$ cat src/rtl/multicycle_alu.sv
// rtl/multicycle_alu.sv - execution-stage ALU: one-cycle ADD/SUB/OR, bit-serial SLL/SRL with start/busy/done
// Optional macro BARREL_SHIFT_EN: shifts use a single-cycle barrel shifter.
module multicycle_alu #(
  parameter int DATA_WIDTH  = 32,
  parameter int SHAMT_WIDTH = 5
) (
  input  logic                  clk,
  input  logic                  reset,
  input  logic                  start_i,
  input  logic [3:0]            ALU_Operation_i,
  input  logic [DATA_WIDTH-1:0] A_i,
  input  logic [DATA_WIDTH-1:0] B_i,
  output logic                  busy_o,
  output logic                  done_o,
  output logic [DATA_WIDTH-1:0] ALU_Result_o,
  output logic                  Zero_o
);

  localparam logic [3:0] OP_ADD = 4'b0000;
  localparam logic [3:0] OP_SUB = 4'b0001;
  localparam logic [3:0] OP_OR  = 4'b0010;
  localparam logic [3:0] OP_SLL = 4'b0011;
  localparam logic [3:0] OP_SRL = 4'b0100;

`ifdef BARREL_SHIFT_EN
  typedef enum logic [1:0] {
    IDLE = 2'd0,
    DONE = 2'd2
  } state_t;
`else
  typedef enum logic [1:0] {
    IDLE  = 2'd0,
    SHIFT = 2'd1,
    DONE  = 2'd2
  } state_t;
`endif

  state_t                  state_q, state_d;
  logic [DATA_WIDTH-1:0]   result_q, result_d;
  logic [SHAMT_WIDTH-1:0]  shamt;

  assign shamt = B_i[SHAMT_WIDTH-1:0];

`ifndef BARREL_SHIFT_EN
  logic [SHAMT_WIDTH-1:0]  cnt_q, cnt_d;
  logic                    left_q, left_d;
`endif

  always_ff @(posedge clk or negedge reset) begin
    if (!reset) begin
      state_q  <= IDLE;
      result_q <= '0;
`ifndef BARREL_SHIFT_EN
      cnt_q    <= '0;
      left_q   <= 1'b0;
`endif
    end else begin
      state_q  <= state_d;
      result_q <= result_d;
`ifndef BARREL_SHIFT_EN
      cnt_q    <= cnt_d;
      left_q   <= left_d;
`endif
    end
  end

  always_comb begin
    state_d  = state_q;
    result_d = result_q;
`ifndef BARREL_SHIFT_EN
    cnt_d    = cnt_q;
    left_d   = left_q;
`endif
    case (state_q)
      IDLE: begin
        if (start_i) begin
          state_d = DONE;
          case (ALU_Operation_i)
            OP_ADD: result_d = A_i + B_i;
            OP_SUB: result_d = A_i - B_i;
            OP_OR:  result_d = A_i | B_i;
`ifdef BARREL_SHIFT_EN
            OP_SLL: result_d = A_i << shamt;
            OP_SRL: result_d = A_i >> shamt;
`else
            // The result register doubles as the shift register.
            OP_SLL, OP_SRL: begin
              result_d = A_i;
              left_d   = (ALU_Operation_i == OP_SLL);
              cnt_d    = shamt;
              if (shamt != '0) state_d = SHIFT;
            end
`endif
            default: result_d = '0;
          endcase
        end
      end
`ifndef BARREL_SHIFT_EN
      SHIFT: begin
        result_d = left_q ? (result_q << 1) : (result_q >> 1);
        cnt_d    = cnt_q - 1'b1;
        if (cnt_q == SHAMT_WIDTH'(1)) state_d = DONE;
      end
`endif
      DONE:    state_d = IDLE;
      default: state_d = IDLE;
    endcase
  end

  assign busy_o       = (state_q != IDLE);
  assign done_o       = (state_q == DONE);
  assign ALU_Result_o = result_q;
  assign Zero_o       = (result_q == '0);

endmodule

$ cat config.mk
export PLATFORM = sky130hd
export DESIGN_NAME = multicycle_alu
export DESIGN_NICKNAME = d
export VERILOG_FILES = /design/src/rtl/multicycle_alu.sv
export SDC_FILE = /design/constraint.sdc
export NUM_CORES = 1
export LEC_CHECK = 0
export BUFFER_PORTS_ARGS = -buffer_cell sky130_fd_sc_hd__clkbuf_2
export CORE_ASPECT_RATIO = 0.75
export CORE_MARGIN = 1
export CORE_UTILIZATION = 61
export CTS_CLUSTER_SIZE = 20
export DETAILED_ROUTE_END_ITERATION = 10
export GPL_ROUTABILITY_DRIVEN = 0
export PLACE_DENSITY = 0.88
export RECOVER_POWER = 100
export SLEW_MARGIN = 20
export SYNTH_ARGS = -nofsm -noshare
export SYNTH_HDL_FRONTEND = slang
export SYNTH_SLANG_ARGS = --single-unit
$ cat constraint.sdc
create_clock -name clk -period 4.37 [get_ports clk]
set_input_delay 0.874 -clock clk [delete_from_list [all_inputs] [get_ports clk]]
set_output_delay 0.874 -clock clk [all_outputs]
set_load 0.1 [all_outputs]
# Word level (Yosys, flattened, before mapping)
# Index checks and enable logic that the tools add are counted.
[classes]
muxes = 12
reduce_logical = 11
add_sub_neg = 3
bitwise_logic = 1
eq_ne = 10
[ops]
columns = ["cell", "n"]
rows = [
  ["$pmux W32 S4", 1],
  ["$mux W32", 2],
  ["$pmux W32 S2", 1],
  ["$add A32 B32 Y32", 1],
  ["$logic_not A32 Y1", 1],
  ["$or A32 B32 Y32", 1],
  ["$sub A32 B32 Y32", 1],
  ["$mux W5", 2],
  ["$pmux W5 S2", 1],
  ["$eq A4 B2 Y1 const B", 2],
  ["$mux W2", 4],
  ["$reduce_and A3 Y1", 2],
  ["$eq A5 B1 Y1 const B", 1],
  ["$reduce_bool A5 Y1", 1],
  ["$sub A5 B1 Y5 const B", 1],
  ["$eq A4 B1 Y1 const B", 1],
  ["$eq A4 B3 Y1 const B", 1],
  ["$logic_not A4 Y1", 1],
  ["$ne A2 B2 Y1 const B", 2],
  ["$pmux W2 S2", 1],
  ["$reduce_and A2 Y1", 2],
  ["$reduce_bool A2 Y1", 2],
  ["$eq A2 B1 Y1 const B", 1],
  ["$eq A2 B2 Y1 const B", 1],
  ["3 further kinds", 3],
]
[totals]
out_inout_bits = 35
ff_bits = 40
inputBits = 71

# Depth between registers and ports, before layout
# Gate-level depths: netlist (run 1).
[depth]
ltp_word = 5
depth_mapped = 19
mapped_depth_nobuf = 18

# Worst setup path before layout (run 1)
# No wires, ideal clock.
[synth_timing]
path_type = "input port to flip-flop"
startpoint = "input port B_i[0]"
endpoint = "register result_q[31], in the netlist ALU_Result_o[31]"
path_stages = 17
path_buffers = 2
t_arrival_ps = 4264
path_slack_ps = 24
cell_sequence = "or3_1 or3_1 clkbuf_1 nor2_1 nand2_1 o31ai_1 xor2_1 ha_1 clkbuf_1 and4_1 a221o_1 a221oi_1 inv_2 o32ai_2 nor2_1 nand4b_1 a31oi_1"
[synth_between]
elab_chain_cells = 4
[synth_lines]
columns = ["element", "line_no", "text"]
rows = [
  ["start, declared", "12", "input logic [DATA_WIDTH-1:0] B_i,"],
  ["$sub A32 B32 Y32 or $add A32 B32 Y32 (tied branches)", "80, 79", ""],
  ["$pmux W32 S4 (*)", "78", "case (ALU_Operation_i)"],
  ["$mux W32 (*)", "76", "if (start_i) begin"],
  ["$pmux W32 S2 (*)", "74", "case (state_q)"],
  ["end signal, assigned", "59", "result_q <= result_d;"],
  ["end, declared", "39", "logic [DATA_WIDTH-1:0] result_q, result_d;"],
]
# Mark *: on every way between the ends. The rest lies on a longest branch, timed or not. The select of a mux whose other input is x is not followed.
# A chain may end at the register's enable or synchronous reset.

# Final worst setup path (run 1)
[layout_timing]
startpoint = "input port ALU_Operation_i[1]"
endpoint = "register result_q[26], in the netlist ALU_Result_o[26]"
[layout_between]
elab_chain_cells = 5
[layout_lines]
columns = ["element", "line_no", "text"]
rows = [
  ["start, declared", "10", "input logic [3:0] ALU_Operation_i,"],
  ["$eq A4 B2 Y1 or $eq A4 B3 Y1 (tied branches)", "78", ""],
  ["$reduce_or A2 Y1", "78", ""],
  ["$pmux W32 S4 (*)", "78", ""],
  ["$mux W32 (*)", "76", ""],
  ["$pmux W32 S2 (*)", "74", ""],
]
# Marked as above.

==> results of run 1 <==
## cells in the final DEF, fill, tap and decap left out, types with 5 or more instances in the layout
| cell | Yosys | final |
|---|---|---|
| a21oi_1 | 91 | 87 |
| buf_4 | 0 | 76 |
| nor2_1 | 72 | 68 |
| clkbuf_2 | 0 | 66 |
| nand2_1 | 50 | 48 |
| clkbuf_1 | 30 | 43 |
| dfrtp_1 | 40 | 40 |
| ha_1 | 36 | 35 |
| mux2i_1 | 32 | 32 |
| o21ai_0 | 32 | 32 |
| xor2_1 | 28 | 28 |
| inv_1 | 21 | 21 |
| xnor2_1 | 21 | 21 |
| o22ai_1 | 16 | 16 |
| o21ai_1 | 17 | 15 |
| nand3_1 | 14 | 14 |
| a21o_1 | 12 | 12 |
| o221ai_1 | 11 | 11 |
| nor3_1 | 12 | 10 |
| nor4_1 | 10 | 10 |
| a31oi_1 | 11 | 10 |
| o21a_1 | 8 | 8 |
| a211oi_1 | 6 | 6 |
| o21ai_2 | 4 | 6 |
| a21oi_2 | 1 | 5 |
| nand2b_1 | 5 | 5 |
| nand4_1 | 5 | 5 |
| or3_4 | 4 | 5 |
| clkbuf_8 | 0 | 5 |
## worst max-delay path, delay by kind of cell
kind	cells	cell delay (ps)
xor gates and xnor gates	1	210
buffers and inverters	3	630
adders and majority gates	1	350
AOI/OAI and AO/OA	7	1300
and+or+nand+nor	5	1380
## per-layer routing
metal  routed length, µm  track usage [%]  share of wire (%)  up-vias
met2                8718            67.82                 43      630
met1                7179            54.19                 36     3050
li1                    -                -                  -     2871
met3                2922            10.32                 14      187
met4                1394            20.68                6.9        0
met5                   0                0                  0        -
## sequential cells by signal (all words and copies together), names as in the netlist
| name | count |
|---|---|
| cnt_q | 5 |
| left_q | 1 |
| state_q | 2 |
| ALU_Result_o | 32 |
## worst max-delay path by stage
stage | startpoint | endpoint | slack, ps | depth (start not counted)
final | ALU_Operation_i[1] | ALU_Result_o[26]$_DFFE_PN0P_ | -190 | 17
after CTS | B_i[8] | ALU_Result_o[31]$_DFFE_PN0P_ | 40 | 17
after global placement | B_i[0] | ALU_Result_o[30]$_DFFE_PN0P_ | -170 | 20
after detailed placement | B_i[0] | ALU_Result_o[30]$_DFFE_PN0P_ | -470 | 20
after global routing | B_i[8] | ALU_Result_o[26]$_DFFE_PN0P_ | -240 | 18
after floorplan | B_i[0] | ALU_Result_o[31]$_DFFE_PN0P_ | 20 | 17
## cell families (layout without fill, tap and decap cells)
group           Yosys count  after routing  share of synthesized area (%)
compound gates          251            251                          30.67
xor+xnor                 50             50                          8.898
fa+ha+maj                37             37                          9.166
buf+inv                  58            216                          4.266
flops                    40             40                          19.50
mux                      34             34                          6.680
simple gates            212            212                          20.82
## report_power, final
part | internal, µW | switching [µW]
clock network | 109 | 153
registers | 487 | 206
logic | 480 | 1400
total | 1080 | 1760
## per-stage QoR
step           cells  setup WS [ps]  TNS, ps
6_report         945         -194.9   -507.6
5_1_grt          945         -236.2   -833.9
4_1_cts          941          35.50        0
3_5_place_dp     934         -467.5    -2571
3_3_place_gp     934         -173.8   -929.0
2_1_floorplan    682          23.63        0
## cell type report
cell class / instances / area, µm² / share of cell area (%)
Multi-Input combinational cell: 584 / 4066 / 63.14
Clock inverter: 2 / 12.51 / 0.1943
Timing Repair Buffer: 186 / 1074 / 16.67
Sequential cell: 40 / 1001 / 15.54
Clock buffer: 5 / 68.82 / 1.069
Inverter: 23 / 86.33 / 1.341
Tap cell: 105 / 131.4 / 2.040
## timing repair
item	CTS	global route
resized for setup	9	25
pin swaps	0	9
setup endpoints to repair	4	10
setup buffers	0	4
==> results.yml, run 1 <==
sta:
  hold_viol_final: 0
  clock_skew_ps: 9.082
  tightest_slew_ps: 2429
  whs_ps: 536.1
  setup_viol: 5
  fin_crit_sh_pct: 104.5
  fmax_ghz: 0.2191
  final-max-slew-violation-count: 61
  rsz0062_at_grt: "yes"
  finalWorstSetupSlack_ps: -194.9
  period_minus_slack_ps: 4565
  max_slew_margin_pct: -61.95
detailed_routing:
  drc: 0
  via_count: 6738
  finalWirelength_mm: 20.22
  drt_pre_antenna_iters: 7
  vias_per_cell: 7.130
  wire_per_inst_um: 21.39
  drt-initial-drc-count: 1148
  ant_nets: 0
global_route:
  antenna_found_initial: 0
  grt-ovfl-total: 0
  grt_max_degree: 41
  grt_first_pass_wirelength_mm: 28.75
  grt_pass1_vias: 5881
  track_usage_pct: 42.43
synth:
  syn-cell-area_um2: 5132
  synth-main-ff-cell: "dfrtp_1"
  synthTopCellsByArea: "dfrtp_1 20%, a21oi_1 8.9%, ha_1 8.8%"
  ys_seq_area_share_pct: 19.50
  synth_edf_count: 0
  synth.top_cell.area_share_pct: 19.50
  synth.most_common_cell: "a21oi_1"
  ys_ff_latch: 40
  syn_nets: 790
  synth_top_area_cell: "dfrtp_1"
  synth_commonest_cells: "91 x a21oi_1, 72 x nor2_1, 50 x nand2_1"
  yosys_warnings: 0
  async_reset_ff_share_pct: 100.0
  synthDistinctLibCells: 74
  syn_avg_cell_area_um2: 7.526
  syn_inst: 682
floorplanning:
  rows: 28
  start_util_pct: 63.97
  die_area_um2: 8788
  chipWidth_um: 107.9
  fp.coreArea_um2: 8023
  io_pins: 106
  chipHeight_um: 81.44
worst_setup_path:
  reg2reg_depth: 6
  r2r_end: "cnt_q[0]$_DFFE_PN0P_"
  ff2ff_setup_slack_ps: 1170
  worstPathArrival_ps: 4740
  crit_path_start_kind: "input pin"
  crit_chain: "clkbuf_1 -> nor3_1 -> clkbuf_1 -> and2_1 -> a21oi_1 -> xnor2_1 -> ha_2 -> a21oi_2 -> nand2_1 -> a2111oi_4 -> buf_4 -> nor3_2 -> a21oi_2 -> a21oi_2 -> or3_1 -> a31oi_1 -> o21ai_1"
  cpPeakStageDelay_ps: 480
  worst_path_max_delay_cell: "and2_1"
  cp.required_ps: 4550
  reg2reg_from: "state_q[0]$_DFFE_PN0P_"
  cp_max_fo: 7
  end_kind: "flip-flop"
  path_class: "in2reg"
  crit_top_cell: "a21oi_2"
clock_network:
  cts_sinks: 40
  cts_buffer_depth: 2
  cts_max_level: 2
  holdBufCountCts: 0
  cts_buffers: 5
  clkLatencyLatePin_ps: 310
  clk_pin_slew_ps: 90
  cts_tree: "yes"
  cts_root_buf: "clkbuf_8"
min_path:
  hold_start: "cnt_q[4]$_DFFE_PN0P_"
  holdPathEnd: "cnt_q[4]$_DFFE_PN0P_"
  hp-class: "reg2reg"
  holdPathStages: 2
layout:
  n_fill_cell: 527
  fin_util_pct: 80.27
  syn_to_final_growth_pct: 25.48
  fin_area_um2: 6440
  nets: 948
  layout-drive-gt1-share_pct: 24.17
  antenna-diode-count: 0
outcome:
  status: "finished with violations"
  violations: "max-capacitance violations, max-slew violations, negative setup slack"
placed_design:
  portBuffers: 105
  dp_hpwl_mm: 14.21
  detailed_place.area_um2: 6247
power_and_ir_drop:
  p_per_area_nw_per_um2: 439.9
  cellLeakagePower_uw: 0.002851
  power_uw: 2833
  ir_drop_v: 0.0005494
job:
  drv_cap: 2
Note: power is estimated with default switching activity, not from simulation.
==> run 2, diff against run 1 <==
--- a/config.mk
+++ b/config.mk
@@ -14,6 +14,7 @@
 export GPL_ROUTABILITY_DRIVEN = 0
 export PLACE_DENSITY = 0.88
 export RECOVER_POWER = 100
+export REMOVE_ABC_BUFFERS = 1
 export SLEW_MARGIN = 20
 export SYNTH_ARGS = -nofsm -noshare
 export SYNTH_HDL_FRONTEND = slang
==> run 2 against run 1 <==
The run still ends with max-capacitance violations, max-slew violations, negative setup slack left. Critical path depth increased by 1. Worst setup slack better by 190 ps. Register-to-register slack improved by 310 ps. Clock skew decreased by 4.5 ps. Clock power barely moved. Non-clock buffer count is 1 lower. First-iteration DRC count down 35%. Largest power group unchanged.
==> results.yml, run 2 (synthesis results as in run 1) <==
outcome:
  status: "finished with violations"
  violations: "max-capacitance violations, max-slew violations, negative setup slack"
detailed_routing:
  vias_per_cell: 6.702
  drt-initial-drc-count: 745
  via_count: 6333
  wire_per_inst_um: 19.25
  ant_nets: 0
  finalWirelength_mm: 18.19
  drt_pre_antenna_iters: 8
  drc: 0
clock_network:
  cts_sinks: 40
  cts_tree: "yes"
  clkLatencyLatePin_ps: 300
  clk_pin_slew_ps: 90
  cts_buffer_depth: 2
  holdBufCountCts: 0
  cts_root_buf: "clkbuf_8"
  cts_buffers: 5
  cts_max_level: 2
sta:
  fin_crit_sh_pct: 100.2
  rsz0062_at_grt: "yes"
  period_minus_slack_ps: 4377
  whs_ps: 528.8
  fmax_ghz: 0.2285
  max_slew_margin_pct: -53.16
  tightest_slew_ps: 2297
  finalWorstSetupSlack_ps: -6.900
  clock_skew_ps: 4.585
  hold_viol_final: 0
  final-max-slew-violation-count: 41
  setup_viol: 1
worst_setup_path:
  cp.required_ps: 4600
  crit_chain: "clkbuf_2 -> or3_1 -> or3_4 -> nor2_1 -> nand2_1 -> o31ai_1 -> xor2_1 -> ha_1 -> buf_4 -> a21oi_1 -> o211ai_1 -> a31o_2 -> a21oi_1 -> o31ai_1 -> a41oi_1 -> a31oi_1 -> mux2_1 -> nor2_1"
  cpPeakStageDelay_ps: 400
  worstPathArrival_ps: 4610
  path_class: "in2reg"
  cp_max_fo: 7
  end_kind: "flip-flop"
  crit_path_start_kind: "input pin"
  worst_path_max_delay_cell: "or3_1"
floorplanning:
  io_pins: 106
  start_util_pct: 63.97
  die_area_um2: 8788
  chipHeight_um: 81.44
  chipWidth_um: 107.9
  fp.coreArea_um2: 8023
  rows: 28
global_route:
  grt_first_pass_wirelength_mm: 27.86
  antenna_found_initial: 0
  grt_pass1_vias: 5718
  grt-ovfl-total: 0
  grt_max_degree: 41
  track_usage_pct: 40.59
layout:
  final_common_cell: "a21oi_1"
  antenna-diode-count: 0
  largest_register_ffs: 32
  layout-drive-gt1-share_pct: 24.29
  fin_util_pct: 79.94
  final_cell_mix: "86 x a21oi_1, 79 x buf_4, 70 x nor2_1, 69 x clkbuf_2, 49 x nand2_1"
  nets: 947
  fin_area_um2: 6414
  n_fill_cell: 550
  syn_to_final_growth_pct: 24.96
power_and_ir_drop:
  p_per_area_nw_per_um2: 433.2
  ir_drop_v: 0.0004373
  cellLeakagePower_uw: 0.002859
min_path:
  hp-class: "reg2reg"
placed_design:
  dp_hpwl_mm: 13.56
  detailed_place.area_um2: 6247
  portBuffers: 105
job:
  drv_cap: 1
## run 2: cell types whose count changed in the layout (fill, tap and decap cells not counted), sizes merged
cell      delta
clkbuf       -4
buf          +3
clkinv       +2
clkinvlp     -1
## run 2: final timing paths
path | from | endpoint | slack (ps) | cells after the start
setup / recovery | B_i[0] | ALU_Result_o[25]$_DFFE_PN0P_ | -7 | 18
hold / removal | cnt_q[4]$_DFFE_PN0P_ | cnt_q[4]$_DFFE_PN0P_ | 530 | 2
setup reg to reg | left_q$_DFFE_PN0P_ | ALU_Result_o[31]$_DFFE_PN0P_ | 1480 | 5
hold reg to reg | cnt_q[4]$_DFFE_PN0P_ | cnt_q[4]$_DFFE_PN0P_ | 530 | 2
max in group asynchronous | reset | ALU_Result_o[19]$_DFFE_PN0P_ | 1820 | 1
min in group asynchronous | reset | cnt_q[3]$_DFFE_PN0P_ | 1250 | 1
## run 2: area by class of cell
class / count / area (µm²) / area share, %
clock buffer: 5 / 68.82 / 1.073
clock inverter: 3 / 18.77 / 0.2926
inverter: 23 / 86.33 / 1.346
multi-input combinational: 584 / 4023 / 62.72
sequential: 40 / 1001 / 15.61
tap: 105 / 131.4 / 2.048
timing repair buffer: 185 / 1085 / 16.91
## run 2: stage by stage
stage                     std cells  setup slack (ps)  setup TNS [ps]  total power [µW]
after floorplan                 647             107.3               0              1997
after global placement          934            -280.3           -1274              2414
after detailed placement        934            -438.0           -2325              2470
after CTS                       942             18.13               0              2734
after global routing            945            -152.8          -787.7              2895
final                           945            -6.900          -6.900              2778
## run 2: layer usage
metal / vias up / track usage (%) / routed length (µm)
li1: 2864 / - / -
met1: 2904 / 54.79 / 7183
met2: 486 / 65.96 / 8258
met3: 79 / 6.667 / 2117
met4: 0 / 14.52 / 634
met5: - / 0 / 0
## run 2: critical path, delay by kind of cell
kind                       cells  cell delay [ps]
and+or+nand+nor                5             1140
xor gates and xnor gates       1              210
adders and majority gates      1              280
buffers and inverters          2              250
muxes                          1              320
AOI/OAI and AO/OA              8             1520
## run 2: power breakdown
| part | leakage [µW] | internal, µW | switching, µW |
|---|---|---|---|
| clock | 0.0000479 | 112 | 150 |
| sequential | 0.000513 | 488 | 182 |
| combinational | 0.00230 | 481 | 1370 |
| total | 0.00286 | 1080 | 1700 |
## run 2: timing repair
action	4_1_cts	5_1_grt
endpoints found under the setup margin	4	9
setup buffers	0	3
cloned	0	0
resized for setup	4	18
pin swaps	1	2
